**config.mk**
```make
export PLATFORM = sky130hd
export DESIGN_NAME = fim_dpram_rd_arb
export DESIGN_NICKNAME = d
export VERILOG_FILES = /design/src/rtl/fim_dpram_rd_arb.sv
export SDC_FILE = /design/constraint.sdc
export NUM_CORES = 1
export LEC_CHECK = 0
export CAP_MARGIN = 10
export CORE_ASPECT_RATIO = 1.1
export CORE_MARGIN = 8
export CORE_UTILIZATION = 27
export CTS_CLUSTER_DIAMETER = 40
export DETAILED_ROUTE_END_ITERATION = 6
export PLACE_DENSITY = 0.82
export SYNTH_ARGS = -nofsm -noshare
export SYNTH_HDL_FRONTEND = slang
export SYNTH_SLANG_ARGS = --single-unit
```
**constraint.sdc**
```tcl
create_clock -name clk -period 3.2 [get_ports clk]
set_input_delay 0.64 -clock clk [delete_from_list [all_inputs] [get_ports clk]]
set_output_delay 0.64 -clock clk [all_outputs]
set_load 0.05 [all_outputs]
```
**src/rtl/fim_dpram_rd_arb.sv**
```systemverilog
// rtl/fim_dpram_rd_arb.sv - round-robin read arbiter in front of a shared dual-port RAM read port
//
// Purpose: grants one of N_REQ read requesters per cycle onto the RAM read
// port and routes the returning data back to the requester that issued it.
// Responses come back in issue order; there is no response backpressure.
//
// Ports:
//   clk, rst_n          clock, asynchronous active-low reset
//   req_valid/req_addr  per-requester read request and address slice
//   req_ready           one-hot grant (combinational)
//   ram_r_req/address   read strobe and address to the RAM
//   ram_r_data/valid    read data and valid from the RAM
//   rsp_valid/rsp_data  one-hot return strobe and shared return data
//   err_seq             sticky flag: RAM valid disagreed with issued reads
`timescale 1ns/1ps
module fim_dpram_rd_arb #(
  parameter int N_REQ      = 4,
  parameter int DATA_WIDTH = 32,
  parameter int DEPTH_LOG2 = 5,
  parameter int RD_LATENCY = 1
) (
  input  logic                        clk,
  input  logic                        rst_n,
  input  logic [N_REQ-1:0]            req_valid,
  input  logic [N_REQ*DEPTH_LOG2-1:0] req_addr,
  output logic [N_REQ-1:0]            req_ready,
  output logic                        ram_r_req,
  output logic [DEPTH_LOG2-1:0]       ram_r_address,
  input  logic [DATA_WIDTH-1:0]       ram_r_data,
  input  logic                        ram_r_valid,
  output logic [N_REQ-1:0]            rsp_valid,
  output logic [DATA_WIDTH-1:0]       rsp_data,
  output logic                        err_seq
);

  localparam int ID_W   = (N_REQ > 1) ? $clog2(N_REQ) : 1;
  localparam int MASK_W = $clog2(RD_LATENCY + 1);

  logic [ID_W-1:0]      rr_ptr;
  logic [ID_W-1:0]      gnt_idx;
  logic                 gnt_any;
  logic [2*N_REQ-1:0]   req_dbl;
  logic [N_REQ-1:0]     req_rot;
  logic [ID_W:0]        idx_sum;

  logic                 pipe_v  [RD_LATENCY];
  logic [ID_W-1:0]      pipe_id [RD_LATENCY];
  logic [MASK_W-1:0]    mask_cnt;

  // Rotate the request vector so that bit 0 is the requester at rr_ptr;
  // the first set bit of the rotated vector, offset back by rr_ptr, wins.
  always_comb begin
    req_dbl = {req_valid, req_valid} >> rr_ptr;
    req_rot = req_dbl[N_REQ-1:0];
    gnt_any = 1'b0;
    gnt_idx = '0;
    idx_sum = '0;
    for (int k = 0; k < N_REQ; k++) begin
      if (!gnt_any && req_rot[k]) begin
        gnt_any = 1'b1;
        idx_sum = {1'b0, rr_ptr} + (ID_W+1)'(k);
        if (idx_sum >= (ID_W+1)'(N_REQ)) begin
          idx_sum = idx_sum - (ID_W+1)'(N_REQ);
        end
        gnt_idx = idx_sum[ID_W-1:0];
      end
    end
  end

  // The RAM strobe is a pure function of the requests, even during reset;
  // only the handshake back to the requesters is suppressed.
  assign ram_r_req = |req_valid;
  assign rsp_data  = ram_r_data;

  always_comb begin
    ram_r_address = '0;
    req_ready     = '0;
    rsp_valid     = '0;
    for (int i = 0; i < N_REQ; i++) begin
      if (gnt_any && gnt_idx == ID_W'(i)) begin
        ram_r_address = req_addr[i*DEPTH_LOG2 +: DEPTH_LOG2];
        req_ready[i]  = rst_n;
      end
      if (pipe_v[RD_LATENCY-1] && pipe_id[RD_LATENCY-1] == ID_W'(i)) begin
        rsp_valid[i] = rst_n & ram_r_valid;
      end
    end
  end

  always_ff @(posedge clk or negedge rst_n) begin
    if (!rst_n) begin
      rr_ptr   <= '0;
      mask_cnt <= MASK_W'(RD_LATENCY);
      err_seq  <= 1'b0;
      for (int i = 0; i < RD_LATENCY; i++) begin
        pipe_v[i]  <= 1'b0;
        pipe_id[i] <= '0;
      end
    end else begin
      if (gnt_any) begin
        rr_ptr <= (gnt_idx == ID_W'(N_REQ-1)) ? '0 : gnt_idx + 1'b1;
      end
      pipe_v[0]  <= gnt_any;
      pipe_id[0] <= gnt_idx;
      for (int i = 1; i < RD_LATENCY; i++) begin
        pipe_v[i]  <= pipe_v[i-1];
        pipe_id[i] <= pipe_id[i-1];
      end
      // The RAM output pipeline is not reset, so whatever it held when
      // reset released must drain before its valid can be trusted.
      if (mask_cnt != '0) begin
        mask_cnt <= mask_cnt - 1'b1;
      end else if (ram_r_valid != pipe_v[RD_LATENCY-1]) begin
        err_seq <= 1'b1;
      end
    end
  end

endmodule

```
### Word level (Yosys, flattened, before mapping)

Index checks and enable logic that the tools add are counted.

| storage, ports and cells | value |
|---|---|
| logic and storage cells | 72 |
| output and inout port bits | 47 |
| bits in registers | 7 |
| input bits | 59 |

| cells by class | value |
|---|---|
| eq/ne operators | 7 |
| reductions and logical operators | 18 |
| magnitude comparators | 4 |
| shift operators | 1 |
| bitwise gates (word level) | 2 |
| mux-type cells | 26 |
| add/sub/neg operators | 9 |

Operators by type and width:

| kind | number |
|---|---|
| two-way mux 5 bit | 4 |
| two-way mux 2 bit | 9 |
| two-way mux 1 bit | 13 |
| logical AND 1 bit | 11 |
| greater-or-equal comparator 3 bit (second input constant) | 3 |
| equality test 2 bit (second input constant) | 4 |
| >> shifter 8 x 2 -> 4 bit | 1 |
| subtractor 2 x 1 -> 2 bit (second input constant) | 4 |
| adder 2 x 2 -> 3 bit (second input constant) | 2 |
| equality test 2 x 1 -> 1 bit (second input constant) | 2 |
| logical NOT 2 bit | 2 |
| OR reduction 4 bit | 1 |
| adder 2 x 1 -> 3 bit (second input constant) | 1 |
| greater-or-equal comparator 2 x 3 -> 1 bit (second input constant) | 1 |
| logical NOT 1 bit | 3 |
| adder 2 x 1 -> 2 bit (second input constant) | 1 |
| AND reduction 2 bit | 1 |
| AND 1 bit | 1 |
| inequality test 1 bit | 1 |
| inverter 1 bit | 1 |
| subtractor 1 bit (second input constant) | 1 |

### Depth between registers and ports, before layout

Gate-level depths: netlist of the first run.

| depth | value |
|---|---|
| depth in word-level cells | 17 |
| depth in mapped cells | 8 |
| gate-level depth less buffers | 7 |

### Worst setup path after synthesis of the first run

No wires, ideal clock.

| timing | value |
|---|---|
| path kind | input -> output |
| start | input port req_valid[0] |
| end | output port ram_r_address[0] |
| cell stages on the path | 8 |
| path slack | -0.228 ns |
| data required time | 2.560 ns |
| arrival time | 2.788 ns |
| path buffers | 1 |
| path through | nor2b_1 > a2111oi_2 > or2_1 > ha_1 > buf_2 > a21oi_1 > a221o_1 > a21oi_1 |

| between the ends | value |
|---|---|
| cells in the longest elaborated chain, start to end | 17 |
| elaborated cells between the ends (all ways) | 27 |
| classes of those cells | eq/ne: 3; shift: 1; mux: 12; reduce/logical: 11 |

Ends and longest elaborated chain:

| what | line | RTL |
|---|---|---|
| start, declared | 24 | `input logic [N_REQ-1:0] req_valid,` |
| >> shifter 8 x 2 -> 4 bit * | 53 | `req_dbl = {req_valid, req_valid} >> rr_ptr;` |
| two-way mux 1 bit | 59 | `if (!gnt_any && req_rot[k]) begin` |
| logical NOT 1 bit | 59 |  |
| logical AND 1 bit | 59 |  |
| two-way mux 1 bit | 59 |  |
| logical NOT 1 bit | 59 |  |
| logical AND 1 bit | 59 |  |
| two-way mux 1 bit | 59 |  |
| logical NOT 1 bit | 59 |  |
| logical AND 1 bit | 59 |  |
| two-way mux 2 bit * | 59 |  |
| named net gnt_idx[0] | 40 | `logic [ID_W-1:0] gnt_idx;` |
| logical NOT 2 bit | 80 | `if (gnt_any && gnt_idx == ID_W'(i)) begin` |
| logical AND 1 bit | 80 |  |
| two-way mux 5 bit (3 in a row) | 80 |  |
| two-way mux 5 bit * | 80 |  |
| end, declared | 28 | `output logic [DEPTH_LOG2-1:0] ram_r_address,` |

The timed path passes the listed nets; every way through them passes the cells marked *.

### Worst setup path after layout of the first run

| timing | value |
|---|---|
| start | input port req_valid[1] |
| end | output port ram_r_address[2] |

| between the ends | value |
|---|---|
| cells in the longest elaborated chain, start to end | 17 |
| elaborated cells between the ends (all ways) | 27 |
| classes of those cells | eq/ne: 3; shift: 1; mux: 12; reduce/logical: 11 |

Ends and longest elaborated chain:

| what | line |
|---|---|
| >> shifter 8 x 2 -> 4 bit * | 53 |
| two-way mux 1 bit | 59 |
| logical NOT 1 bit | 59 |
| logical AND 1 bit | 59 |
| two-way mux 1 bit | 59 |
| logical NOT 1 bit | 59 |
| logical AND 1 bit | 59 |
| two-way mux 1 bit | 59 |
| logical NOT 1 bit | 59 |
| logical AND 1 bit | 59 |
| two-way mux 2 bit | 59 |
| logical NOT 2 bit | 80 |
| logical AND 1 bit | 80 |
| two-way mux 5 bit (3 in a row) | 80 |
| two-way mux 5 bit * | 80 |

Mark *: on every way between the ends. The rest lies on a longest branch, timed or not.

==> results.yml, run 1 <==
finish:
  fillers: 277
  drive_gt1_frac: 0.443
  nNetsFinal: 204
  final_core_util: 0.474
  final_common_cell: "clkdlybuf4s50_1"
  design_area_mm2: 0.00146
  final_cell_mix: "clkdlybuf4s50_1 (23), buf_4 (18), inv_1 (11), buf_12 (11)"
  area_growth_pct: 65.6
  num_antenna_cells: 0
synth:
  yosysWarnings: 0
  ys_types: 30
  synth.area.top_cells: "buf_4 (27%), dfrtp_1 (17%), a21oi_1 (6.8%)"
  ys_ff_latch: 7
  syn_nets: 175
  synth_top_cell_by_area: "buf_4"
  synth_area_per_cell_um2: 7.85
  yosysSeqAreaShare: 0.201
  syn_area_um2: 880
  yosys.area.top_type_share: 0.273
  netlist_instances: 112
place:
  place_area_mm2: 0.00127
  portBuffers: 41
  post-dp-hpwl_um: 2060
  gp_congestion: 0.844
cts:
  tritoncts: "done"
  postCtsHoldBufs: 0
  htree_levels: 1
  clock_path_buffers: 2
  insertion_delay_ns: 0.26
  cts_sinks: 7
  clock_tree.root_cell: "clkbuf_4"
  cts-buffers-inserted: 3
  clkTransAtPathRegs_ns: 0.05
sta:
  setup_tns_ns: 0
  max_freq_mhz: 322
  maxSlewHeadroom: 0.667
  setup_viol_count_final: 0
  worst_clock_skew_ns: 0.00629
  tightest_slew_ns: 0.497
  fin_crit_ns: 3.10
  rsz0062_at_grt: "false"
  fin_crit_sh: 0.970
  hold_viol: 0
  report.final.slew_viol_count: 0
routing:
  drcViolationCount: 0
  wl_per_cell_um: 15.4
  first_pass_iters: 4
  drtIter0Drc: 25
  ant_nets: 0
  num_vias: 855
  post_drt_via_cell_ratio: 4.91
  wirelength_um: 2690
floorplanning:
  start_util: 0.286
  dieWidth_um: 70.4
  core_mm2: 0.00307
  die_y_um: 75.9
  die_area_mm2: 0.00534
  rows: 21
  ioPinCount: 106
worst_setup_path:
  worstPathArrival_ns: 2.46
  end_kind: "output port"
  crit_required_ns: 2.56
  path_class: "primary input to output port"
  cp-start-kind: "primary input"
  worstPathMaxFanout: 5
global_route:
  globalRouteOverflowTotal: 0
  grt_pass1_vias: 913
  grt_max_degree: 13
  track_usage: 0.102
  antenna_found_initial: 0
  grt_pass1_wl_um: 4330
power_and_ir_drop:
  peakVddDrop_mv: 0.436
  p_per_area_mw_per_mm2: 897
  power_leakage_nw: 0.616
status:
  status: "complete, no violations"
flow_run:
  cap_violations: 0
min_path:
  min_path_type: "flip-flop to flip-flop"
final cells by class:
class | count | area (um^2) | area share
Inverter | 12 | 47.5 | 0.0326
Timing Repair Buffer | 59 | 639 | 0.439
Clock buffer | 4 | 26.3 | 0.0180
Tap cell | 34 | 42.5 | 0.0292
Multi-Input combinational cell | 58 | 524 | 0.360
Sequential cell | 7 | 176 | 0.121
worst max-delay path: stages:
cell and delay, ns:
buf_2 0.13, buf_4 0.14, buf_4 0.14, nor2_4 0.13
o22ai_4 0.10, ha_4 0.21, buf_4 0.14, nand3b_1 0.14
a221o_1 0.31, a21oi_2 0.21, buf_12 0.16
worst paths after layout:
kind                       slack (ns)                    end                  start  depth (start not counted)
setup / recovery                  0.1       ram_r_address[2]           req_valid[1]                         11
hold / removal                   0.48    err_seq$_DFFE_PN0P_    err_seq$_DFFE_PN0P_                          1
setup reg to reg                 1.24  rr_ptr[0]$_DFFE_PN0N_  rr_ptr[1]$_DFFE_PN0N_                          6
hold reg to reg                  0.48    err_seq$_DFFE_PN0P_    err_seq$_DFFE_PN0P_                          1
max in group asynchronous        2.29     mask_cnt$_DFF_PN1_                  rst_n                          2
min in group asynchronous        0.70       pipe_v$_DFF_PN0_                  rst_n                          2
what timing repair did:
item / CTS / global route
pin swaps: 11 / 10
setup endpoints to repair: 8 / 5
gates resized for setup: 32 / 9
buffers inserted: 6 / 2
cells by family after synthesis:
family / after synthesis / synth area share
compound gates: 25 / 0.202
xor+xnor: 1 / 0.00996
fa+ha+maj: 4 / 0.0569
buf+inv: 47 / 0.343
flops: 7 / 0.201
other cells: 1 / 0.00426
simple gates: 27 / 0.184
per-layer routing:
layer | global-route usage | routed length, um | vias to the layer above
met5 | 0 | 0 | -
met4 | 0.0893 | 129 | 0
met3 | 0.0234 | 168 | 12
met2 | 0.178 | 1360 | 30
met1 | 0.102 | 1030 | 409
li1 | - | - | 404
Yosys cell counts:
cell	number
o21bai_1	1
ha_1	4
a221oi_1	1
a2111oi_2	1
nand2_1	5
o21a_1	1
dfrtp_1	6
nand3_1	1
nor4_4	1
o32ai_1	1
a221o_1	5
xnor2_1	1
nor2_1	4
clkbuf_1	1
nor3_1	4
buf_2	2
inv_4	1
nand3b_1	5
conb_1	1
and3_1	4
o22ai_1	1
dfstp_2	1
a21oi_1	12
nor2b_1	1
or2_1	1
inv_1	11
buf_4	32
o22a_1	1
nand2b_1	1
o21ai_0	1
per-stage QoR:
stage	std cells	setup WS, ns	total power (W)	hold WS, ns
6_report	174	0.0962	0.00131	0.479
5_1_grt	174	0.0269	0.00138	0.511
4_1_cts	172	0.000127	0.00128	0.484
3_5_place_dp	162	-0.452	0.00107	0.473
3_3_place_gp	162	-0.337	0.00104	0.464
2_1_floorplan	112	0.0274	0.000761	0.344
where the power goes:
group	total, W	internal, W	switching, W
clock	0.0000809	0.0000476	0.0000333
sequential	0.000152	0.000115	0.0000373
combinational	0.00107	0.000531	0.000542
registers in the layout (all words and copies together), names as in the netlist:
signal and cells:
err_seq 1, rr_ptr 2, pipe_id 2, mask_cnt 1, pipe_v 1
Note: power is estimated with default switching activity, not from simulation.
==> inputs of run 2 (changes only) <==
--- a/config.mk
+++ b/config.mk
@@ -12,6 +12,7 @@
 export CTS_CLUSTER_DIAMETER = 40
 export DETAILED_ROUTE_END_ITERATION = 6
 export PLACE_DENSITY = 0.82
+export REMOVE_ABC_BUFFERS = 1
 export SYNTH_ARGS = -nofsm -noshare
 export SYNTH_HDL_FRONTEND = slang
 export SYNTH_SLANG_ARGS = --single-unit
==> run 2 against run 1 <==
Non-clock buffer count is 1 lower. Count of clock-buffer cells in the layout stayed put. Core utilization hardly changed. Hold slack better by 0.0053 ns. Clock skew is 0.0044 ns lower. Largest cell class unchanged.
==> results.yml, run 2 (same netlist as run 1, synthesis figures left out) <==
finish:
  drive_gt1_frac: 0.439
  design_area_mm2: 0.00146
  area_growth_pct: 65.7
  final_common_cell: "clkdlybuf4s50_1"
  reg_top3: "pipe_id: 2 flops, rr_ptr: 2 flops"
  instances_no_fill: 173
  nNetsFinal: 203
  final_cell_mix: "clkdlybuf4s50_1 (23), buf_4 (16), buf_12 (12)"
  num_antenna_cells: 0
routing:
  drtIter0Drc: 11
  num_vias: 876
  drcViolationCount: 0
  ant_nets: 0
  wl_per_cell_um: 21.8
  wirelength_um: 3770
  post_drt_via_cell_ratio: 5.06
  first_pass_iters: 4
sta:
  setup_viol_count_final: 0
  whs_ns: 0.485
  max_freq_mhz: 327
  rsz0062_at_grt: "false"
  fin_crit_ns: 3.06
  tightest_slew_ns: 0.498
  maxSlewHeadroom: 0.667
  worst_clock_skew_ns: 0.00186
  hold_viol: 0
  setup_tns_ns: 0
  report.final.slew_viol_count: 0
  fin_crit_sh: 0.956
place:
  place_area_mm2: 0.00129
  post-dp-hpwl_um: 2850
  numPlacedInstances: 166
  gp_congestion: 0.811
  portBuffers: 41
global_route:
  grt_pass1_vias: 1000
  track_usage: 0.136
  antenna_found_initial: 0
  grt_max_degree: 13
  globalRouteOverflowTotal: 0
  grt_pass1_wl_um: 5460
cts:
  postCtsHoldBufs: 0
  insertion_delay_ns: 0.24
  cts-buffers-inserted: 3
  cts_sinks: 7
  tritoncts: "done"
  clkTransAtPathRegs_ns: 0.05
  clock_path_buffers: 2
  htree_levels: 1
  clock_tree.root_cell: "clkbuf_4"
worst_setup_path:
  end_kind: "output port"
  path_class: "primary input to output port"
  worstPathMaxFanout: 5
  cp-start-kind: "primary input"
  worstPathArrival_ns: 2.42
  crit_required_ns: 2.56
floorplanning:
  ioPinCount: 106
  core_mm2: 0.00307
  die_area_mm2: 0.00534
  rows: 21
  die_y_um: 75.9
  start_util: 0.286
  dieWidth_um: 70.4
power_and_ir_drop:
  power.total_w: 0.00130
  p_per_area_mw_per_mm2: 894
  peakVddDrop_mv: 0.710
  power_leakage_nw: 0.611
flow_run:
  cap_violations: 0
min_path:
  min_path_type: "flip-flop to flip-flop"
status:
  status: "complete, no violations"
## run 2: changes by cell type in the layout (fill, tap and decap cells not counted)
cell,before,now
inv_1,11,10
o22a_2,0,1
o21a_1,0,1
o22a_1,1,0
o21ai_1,0,1
clkbuf_2,2,3
inv_2,0,1
buf_4,18,16
o21a_2,1,0
o21ai_2,1,0
buf_2,2,1
buf_12,11,12
## run 2: report_power, final
group          total [W]  switching, W  internal [W]  leakage, nW
registers       0.000151     0.0000363      0.000115       0.0758
logic            0.00108      0.000542      0.000534        0.521
clock network  0.0000773     0.0000299     0.0000474       0.0150
total            0.00130      0.000608      0.000696        0.611
## run 2: worst paths after layout
| path | cells past startpoint | to | slack [ns] | start |
|---|---|---|---|---|
| max | 11 | ram_r_address[3] | 0.14 | req_valid[0] |
| max in group asynchronous | 2 | mask_cnt$_DFF_PN1_ | 2.27 | rst_n |
| min in group asynchronous | 2 | err_seq$_DFFE_PN0P_ | 0.71 | rst_n |
| min reg2reg | 1 | err_seq$_DFFE_PN0P_ | 0.48 | err_seq$_DFFE_PN0P_ |
| min | 1 | err_seq$_DFFE_PN0P_ | 0.48 | err_seq$_DFFE_PN0P_ |
| max reg2reg | 7 | rr_ptr[0]$_DFFE_PN0N_ | 1.18 | rr_ptr[1]$_DFFE_PN0N_ |
## run 2: area by class of cell
cell class / count / area [um^2]
Multi-Input combinational cell: 58 / 520
Clock buffer: 4 / 26.3
Fill cell: 281 / 1620
Inverter: 12 / 47.5
Timing Repair Buffer: 58 / 644
Sequential cell: 7 / 176
Tap cell: 34 / 42.5
## run 2: critical path, cell delays in order
cell      delay (ns)
clkbuf_2        0.11
buf_6           0.13
a21oi_2         0.12
o21a_1          0.19
o22ai_4         0.10
ha_4            0.20
buf_6           0.12
nand3b_1        0.14
a221o_1         0.33
a21oi_2         0.18
buf_12          0.15
## run 2: metal layers
layer,up-vias,part of all wire,wire length (um),track usage
li1,401,-,-,-
met1,403,0.37,1400,0.134
met2,72,0.44,1650,0.199
met3,0,0.19,718,0.130
met4,0,0,0,0.0402
met5,-,0,0,0.0100
## run 2: timing repair
| item | 4_1_cts | 5_1_grt |
|---|---|---|
| resized for setup | 33 | 11 |
| buffers inserted | 3 | 0 |
| endpoints found under the setup margin | 6 | 5 |
| pin swaps | 9 | 9 |
## run 2: stage by stage
step,util,setup slack [ns]
after floorplan,-,-0.229
after global placement,0.418,-0.371
after detailed placement,0.418,-0.431
after CTS,0.475,0.00644
after global routing,0.474,0.0229
final,0.474,0.141
